## src/rtl/counter_load.sv

```systemverilog
// Run-time-loadable down-counter: dn rises n+1 enabled cycles after a load.
// Define COUNTER_LOAD_PERIODIC_EN to add the per input and auto-reload mode.
module counter_load #(
  parameter int WIDTH = 8
) (
  input  logic             clk,
  input  logic             rst,
  input  logic             ld,
  input  logic [WIDTH-1:0] n,
  input  logic             en,
`ifdef COUNTER_LOAD_PERIODIC_EN
  input  logic             per,
`endif
  output logic             dn,
  output logic             busy,
  output logic [WIDTH-1:0] cnt
);

  logic [WIDTH-1:0] c_reg, c_next;
  logic             busy_reg, busy_next;
  logic             dn_reg, dn_next;
  logic             periodic;
  logic [WIDTH-1:0] period;

`ifdef COUNTER_LOAD_PERIODIC_EN
  logic [WIDTH-1:0] p_reg;

  assign periodic = per;
  assign period   = p_reg;

  always_ff @(posedge clk or posedge rst) begin
    if (rst) begin
      p_reg <= '0;
    end else if (ld) begin
      p_reg <= n;
    end
  end
`else
  assign periodic = 1'b0;
  assign period   = '0;
`endif

  always_comb begin
    c_next    = c_reg;
    busy_next = busy_reg;
    dn_next   = dn_reg;
    if (ld) begin
      c_next    = n;
      busy_next = 1'b1;
      dn_next   = 1'b0;
    end else if (busy_reg) begin
      // In RUN a periodic pulse always clears, even on a paused edge.
      dn_next = 1'b0;
      if (en) begin
        if (c_reg != '0) begin
          c_next = c_reg - WIDTH'(1);
        end else if (periodic) begin
          c_next  = period;
          dn_next = 1'b1;
        end else begin
          busy_next = 1'b0;
          dn_next   = 1'b1;
        end
      end
    end
  end

  always_ff @(posedge clk or posedge rst) begin
    if (rst) begin
      c_reg    <= '0;
      busy_reg <= 1'b0;
      dn_reg   <= 1'b0;
    end else begin
      c_reg    <= c_next;
      busy_reg <= busy_next;
      dn_reg   <= dn_next;
    end
  end

  assign cnt  = c_reg;
  assign busy = busy_reg;
  assign dn   = dn_reg;

endmodule
```

## config.mk

```make
export PLATFORM = sky130hd
export DESIGN_NAME = counter_load
export DESIGN_NICKNAME = d
export VERILOG_FILES = /design/src/rtl/counter_load.sv
export SDC_FILE = /design/constraint.sdc
export NUM_CORES = 1
export LEC_CHECK = 0
export CELL_PAD_IN_SITES_DETAIL_PLACEMENT = 2
export CELL_PAD_IN_SITES_GLOBAL_PLACEMENT = 2
export CORE_AREA = 3 3 50 61
export DETAILED_ROUTE_END_ITERATION = 8
export DIE_AREA = 0 0 53 64
export PLACE_DENSITY_LB_ADDON = 0.1
export SYNTH_ARGS = -nofsm -noshare
export SYNTH_HDL_FRONTEND = slang
export SYNTH_SLANG_ARGS = --single-unit
```

## constraint.sdc

```tcl
create_clock -name clk -period 2.1 [get_ports clk]
set_clock_uncertainty 0.05 [all_clocks]
set_input_delay 0.42 -clock clk [delete_from_list [all_inputs] [get_ports clk]]
set_output_delay 0.42 -clock clk [all_outputs]
set_load 0.01 [all_outputs]
```

# After elaboration in Yosys (flattened, before gate mapping)
# Index checks and enable logic that the tools add are counted.
dict set report classes {
  add_sub_neg 1
  n_mux 12
  n_reduce_logical 5
}
# operator n
set op_table {}
lappend op_table {{8-bit two-way mux} 4}
lappend op_table {{1-bit two-way mux} 8}
lappend op_table {{8-bit nonzero test} 1}
lappend op_table {{8-bit by 1-bit subtractor with 8-bit output (second input constant)} 1}
lappend op_table {{2-bit nonzero test} 3}
lappend op_table {{3-bit AND reduction} 1}
dict set report totals {
  ff_bits 10
  inputBits 12
  output_inout_bits 10
  word_cells 21
}

# Logic depth before layout (Yosys ltp)
# Gate-level depths: netlist (run 1).
dict set report depth {
  depth_word 5
  depth_mapped 6
  mapped_depth_nobuf 6
}

# Least setup slack after synthesis (run 1)
# No wires, ideal clock.
dict set report synth_timing {
  path_kind {flip-flop to flip-flop}
  start {register c_reg[3], in the netlist cnt[3]}
  end {register c_reg[7], in the netlist cnt[7]}
  setup_ns 0.126
  t_arrival_ns 1.615
  t_required_ns 1.924
  slack_ns 0.309
  stages_incl_launch_ff 4
  path_buffers 0
  period_less_slack_ns 1.791
  path_cell_list {dfrtp_1 or3_1 or4_4 a221o_1}
}
dict set report synth_via {
  elab_chain_len 5
  elab_cells_between_ends 8
  classes_between {1 x add/sub; 4 x mux; 3 x reduce/logical}
}
# item line
set synth_lines {}
lappend synth_lines {{start: declaration} 19} ;# logic [WIDTH-1:0] c_reg, c_next;
lappend synth_lines {{start signal: assignment} 74} ;# c_reg <= c_next;
lappend synth_lines {{8-bit by 1-bit subtractor with 8-bit output} 56} ;# c_next = c_reg - WIDTH'(1);
lappend synth_lines {{8-bit two-way mux} 55} ;# if (c_reg != '0) begin
lappend synth_lines {{8-bit two-way mux} 54} ;# if (en) begin
lappend synth_lines {{8-bit two-way mux} 51} ;# end else if (busy_reg) begin
lappend synth_lines {{8-bit two-way mux} 47} ;# if (ld) begin
# Several ways; a longest one is shown, not always the timed one. The select of a mux whose other input is x is not followed.
# A chain may end at the register's enable or synchronous reset.

# Final worst setup path (run 1)
# Ends and elaborated chain as after synthesis.

==> results of run 1 <==
## layout by cell type (no fill, tap or decap), types with 2 or more instances in the layout
| master | n |
|---|---|
| nand2_1 | 8 |
| dfrtp_1 | 10 |
| o21ai_0 | 2 |
| clkdlybuf4s50_1 | 21 |
| nand3_1 | 2 |
| nor4_2 | 2 |
| xnor2_1 | 5 |
| o21ai_1 | 5 |
| inv_1 | 3 |
| clkbuf_4 | 3 |
| a21o_1 | 2 |
| a211oi_1 | 2 |
| a21oi_1 | 3 |
| buf_4 | 5 |
| ha_1 | 2 |
## layer usage
metal	wire length, um	GRT usage (%)	part of all wire (%)	up-vias
met5	0	0	0	-
met4	18	6.709	1.1	0
met3	97	2.098	6.0	2
met2	806	18.17	50	15
met1	698	14.41	43	257
li1	-	-	-	274
## worst max-delay path, cell delays in order, from the launching register on
cell     delay (ns)
dfrtp_1        0.44
or3_1          0.44
or4_4          0.51
a221o_1        0.31
## worst paths after layout
kind / start / end / slack (ns) / cells after the start
min in group clk: dn / dn / 0.49 / 2
worst min register to register: dn / dn / 0.49 / 2
worst max register to register: cnt[3] / cnt[7] / 0.24 / 3
worst max-delay path: cnt[3] / cnt[7] / 0.24 / 3
max in group asynchronous: rst / cnt[0] / 1.30 / 2
worst min-delay path: rst / cnt[3] / 0.40 / 2
## stage by stage
step           hold slack, ns  worst slack [ns]  utilization [%]  cell area [sq um]
3_5_place_dp           0.4924            0.1242            34.46              870.8
5_1_grt                0.4501           0.02966            35.35              893.4
4_1_cts                0.4172            0.2394            35.35              893.4
3_3_place_gp           0.4783            0.1368            34.46              870.8
2_1_floorplan          0.2102            0.3090                -              589.3
6_report               0.4029            0.2401            35.35              893.4
## final cells by class
| class | count | area share, % |
|---|---|---|
| Multi-Input combinational cell | 46 | 35.85 |
| Sequential cell | 10 | 28.01 |
| Timing Repair Buffer | 26 | 27.73 |
| Tap cell | 33 | 4.622 |
| Clock buffer | 3 | 2.521 |
| Inverter | 3 | 1.261 |
## cell families after synthesis
| kind of cell | count (synthesis) |
|---|---|
| simple gates | 23 |
| compound gates | 15 |
| flops | 10 |
| xor+xnor | 5 |
| buf+inv | 5 |
| fa+ha+maj | 2 |
| mux | 1 |
## power by group
part,internal (mW),switching (mW)
registers,0.212,0.0242
clock network,0.0662,0.0672
logic,0.100,0.0737
total,0.378,0.165
==> flow_summary.json, run 1 <==
{
  "die_area_sq_um": 3392,
  "worstPathRequired_ns": 2.20,
  "core_sq_um": 2527,
  "stdcell_count": 121,
  "grt_max_degree": 11,
  "gr-usage-all-layers_pct": 11.57,
  "critPathArrivalTime_ns": 1.96,
  "port_buffers": 21,
  "dominantRegCellSynth": "dfrtp_1",
  "dp_hpwl_mm": 1.274,
  "final-seq-area_sq_um": 250.2,
  "grt_overflow": 0,
  "dpl.cell_count": 118,
  "first_global_vias": 622,
  "timing.fmax_mhz": 537.7,
  "yosys.area_share.adder_pct": 4.246,
  "cts-buffers-inserted": 3,
  "viasPerCell": 4.529,
  "fin_crit_ns": 1.860,
  "ios": 22,
  "max_slew_margin_pct": 66.70,
  "fin_total_pwr_mw": 0.5435,
  "grt_first_pass_wirelength_mm": 2.829,
  "setup_viol": 0,
  "cts-hold-fix-buffers": 0,
  "drt_pass1_iterations": 3,
  "fin_tns_setup_ns": 0,
  "netlist_instances": 61,
  "routabilityCongestion": 0.7009,
  "synth-edff-count": 0,
  "drtIter0Drc": 3,
  "clk_pin_slew_worst_paths_ns": 0.07,
  "ys_seq_elements": 10,
  "power.density_nw_per_um2": 608.4,
  "clock_latency_ns": 0.26,
  "ctsResizeCount": 0,
  "synthDominantCellAreaShare_pct": 42.46,
  "synthMuxAreaShare_pct": 1.911,
  "hold_path_class": "input port to async pin",
  "hold_violations": 0,
  "syn_area_sq_um": 589.3,
  "synth_top_family_by_area": "simple AND/OR/NAND/NOR gates",
  "start_kind": "register",
  "diodes": 0,
  "layout-drive-gt1-share_pct": 14.77,
  "tritoncts": "yes",
  "status": "complete, no violations",
  "cts_num_sinks": 10,
  "rsz0062_at_grt": "false",
  "synthXorXnorAreaFrac_pct": 7.431,
  "synthSimpleGateAreaFrac_pct": 25.48,
  "wl_per_cell_um": 13.39,
  "postRouteAntennaNets": 0,
  "vdd_drop_max_uv": 195.0,
  "synth.most_common_cell": "dfrtp_1",
  "clk_root_buffer_cell": "clkbuf_4",
  "yosys_warnings": 0,
  "htree_levels": 1,
  "nFillCells": 295,
  "wirelength_mm": 1.620,
  "largest_reg_flops": 8,
  "synth.area.top_cells": "dfrtp_1 (42%), xnor2_1 (7.4%), nand2_1 (5.1%)",
  "multiInputGateArea_sq_um": 320.3,
  "die_h_um": 64,
  "fin_crit_sh_pct": 88.57,
  "end_kind": "register",
  "async_flop_share_pct": 100.0,
  "rows": 20,
  "cp_max_fo": 5,
  "drc_errors": 0,
  "final_max_slew_viol_count": 0,
  "leakage_nw": 0.3504,
  "antenna_found_initial": 0,
  "yosysUniqueCellTypes": 26,
  "vias": 548,
  "synth_nets": 75,
  "die_w_um": 53,
  "synth_compound_area_share_pct": 15.29,
  "ys_seq_area_share_pct": 42.46,
  "worstSetupPathType": "register to register",
  "clock_path_buffers": 2,
  "syn_avg_cell_area_sq_um": 9.661,
  "start_util_pct": 23.32,
  "nets": 104,
  "yosysTopAreaCell": "dfrtp_1",
  "syn_to_final_growth_pct": 51.59,
  "ys_top_cells_by_count": "dfrtp_1 (10), nand2_1 (8), o21ai_1 (5), xnor2_1 (5)",
  "max_cap_violations": 0,
  "tightest_slew_ns": 0.4974,
  "cts_post_setup_buffers_inserted": 0
}
No activity file was read; power rests on OpenSTA's default activity.
==> run 2: changes to the inputs <==
- CELL_PAD_IN_SITES_DETAIL_PLACEMENT: 2 -> 1
- CELL_PAD_IN_SITES_GLOBAL_PLACEMENT: 2 -> 1
- CORE_AREA: 3 3 50 61 -> 3 3 49 60
- CTS_CLUSTER_SIZE: default -> 24
- DIE_AREA: 0 0 53 64 -> 0 0 52 63
- GPL_TIMING_DRIVEN: default -> 0
==> run 2 against run 1 <==
  * Sequential share of layout area increased by 1.3 points
  * Power decreased by 2.5%
  * Sequential cell count unchanged
  * Combinational power decreased by 9%
  * Sequential power increased by 2%
  * Hold slack got worse by 0.010 ns
==> flow_summary.json, run 2 (synthesized netlist as in run 1, its figures left out) <==
{
  "die_w_um": 52,
  "hold_path_class": "input port to async pin",
  "nets": 100,
  "startpoint": "en",
  "die_area_sq_um": 3276,
  "p_sw_mw": 0.1620,
  "critPathArrivalTime_ns": 1.94,
  "postRouteAntennaNets": 0,
  "vias": 550,
  "core_sq_um": 2477,
  "cts_post_setup_buffers_inserted": 0,
  "final_cell_mix": "clkdlybuf4s50_1 (20), dfrtp_1 (10), nand2_1 (8)",
  "fin_tns_setup_ns": 0,
  "setup_viol": 0,
  "power.density_nw_per_um2": 620.9,
  "ctsResizeCount": 0,
  "ios": 22,
  "fin_total_pwr_mw": 0.5299,
  "intPower_mw": 0.3678,
  "cts_num_sinks": 10,
  "fin_crit_ns": 1.841,
  "final_max_slew_viol_count": 0,
  "die_h_um": 63,
  "cp_max_fo": 5,
  "htree_levels": 1,
  "first_global_vias": 601,
  "dpl.cell_count": 114,
  "diodes": 0,
  "reg2reg_from": "cnt[3]",
  "grt_overflow": 0,
  "nFillCells": 287,
  "power_frac_clock_pct": 24.9,
  "grt_first_pass_wirelength_mm": 2.663,
  "tightest_slew_ns": 0.6299,
  "worstSetupPathType": "input port to register",
  "clock_latency_ns": 0.26,
  "hold_violations": 0,
  "crit_path_cell_trace": "clkdlybuf4s50_1, nand4bb_1, or4_4, a221o_1",
  "cpPeakStageDelay_ns": 0.55,
  "leakage_nw": 0.3247,
  "largest_reg_flops": 8,
  "max_cap_violations": 0,
  "drc_errors": 0,
  "port_buffers": 20,
  "rows": 20,
  "layout-drive-gt1-share_pct": 9.524,
  "start_kind": "input port",
  "worstPathRequired_ns": 2.20,
  "tritoncts": "yes",
  "rsz0062_at_grt": "false",
  "wl_per_cell_um": 13.45,
  "viasPerCell": 4.701,
  "clk_pin_slew_worst_paths_ns": 0.07,
  "max_slew_margin_pct": 57.65,
  "slowest_stage": "clkdlybuf4s50_1",
  "drt_pass1_iterations": 3,
  "end_kind": "register",
  "routabilityCongestion": 0.6788,
  "clock_path_buffers": 2,
  "final_common_cell": "clkdlybuf4s50_1",
  "clk_root_buffer_cell": "clkbuf_4",
  "gr-usage-all-layers_pct": 10.94,
  "status": "complete, no violations",
  "grt_max_degree": 11,
  "final-seq-area_sq_um": 250.2,
  "fin_crit_sh_pct": 87.66,
  "p_seq_share_pct": 45.3,
  "start_util_pct": 23.79,
  "p_comb_share_pct": 29.8,
  "timing.fmax_mhz": 543.2,
  "stdcell_count": 117,
  "cp_top_family": "simple AND/OR/NAND/NOR gates",
  "multiInputGateArea_sq_um": 320.3,
  "wirelength_mm": 1.574,
  "antenna_found_initial": 0,
  "drtIter0Drc": 5,
  "whs_ns": 0.3926,
  "path_buf_inv": 1,
  "cts-hold-fix-buffers": 0,
  "switching_share_pct": 30.58,
  "vdd_drop_max_uv": 255.5,
  "syn_to_final_growth_pct": 44.80,
  "cts-buffers-inserted": 3
}
run 2: worst paths after layout:
| path | endpoint | slack, ns | depth (start not counted) |
|---|---|---|---|
| max reg2reg | cnt[7] | 0.27 | 3 |
| max | cnt[7] | 0.26 | 4 |
| min | cnt[2] | 0.39 | 2 |
| min in group clk | dn | 0.50 | 2 |
| min reg2reg | dn | 0.50 | 2 |
| max in group asynchronous | cnt[7] | 1.31 | 2 |
run 2: metrics by stage:
step                      cell area, sq um  worst slack (ns)  util [%]
after floorplan                      589.3            0.3090         -
after global placement               830.8          -0.01474     33.54
after detailed placement             830.8          -0.02358     33.54
after CTS                            853.3            0.2556     34.44
after global routing                 853.3            0.1124     34.44
final                                853.3            0.2591     34.44
run 2: cell type report:
type	count	area share [%]
multi-input combinational	46	37.54
sequential	10	29.33
timing repair buffer	20	23.46
tap	33	4.839
clock buffer	3	2.639
inverter	3	1.320
buffer	2	0.8798
run 2: routing by layer:
layer / track usage, % / routed length [um]
met1: 12.65 / 683
met2: 17.45 / 778
met3: 3.341 / 87
met4: 5.902 / 24
met5: 0 / 0
run 2: power groups by stage:
stage	combinational [mW]	clock, mW	sequential [mW]
final	0.158	0.132	0.240
after global routing	0.174	0.154	0.244
after CTS	0.161	0.143	0.241
after detailed placement	0.161	0	0.245
after global placement	0.157	0	0.244
after floorplan	0.0743	0	0.247
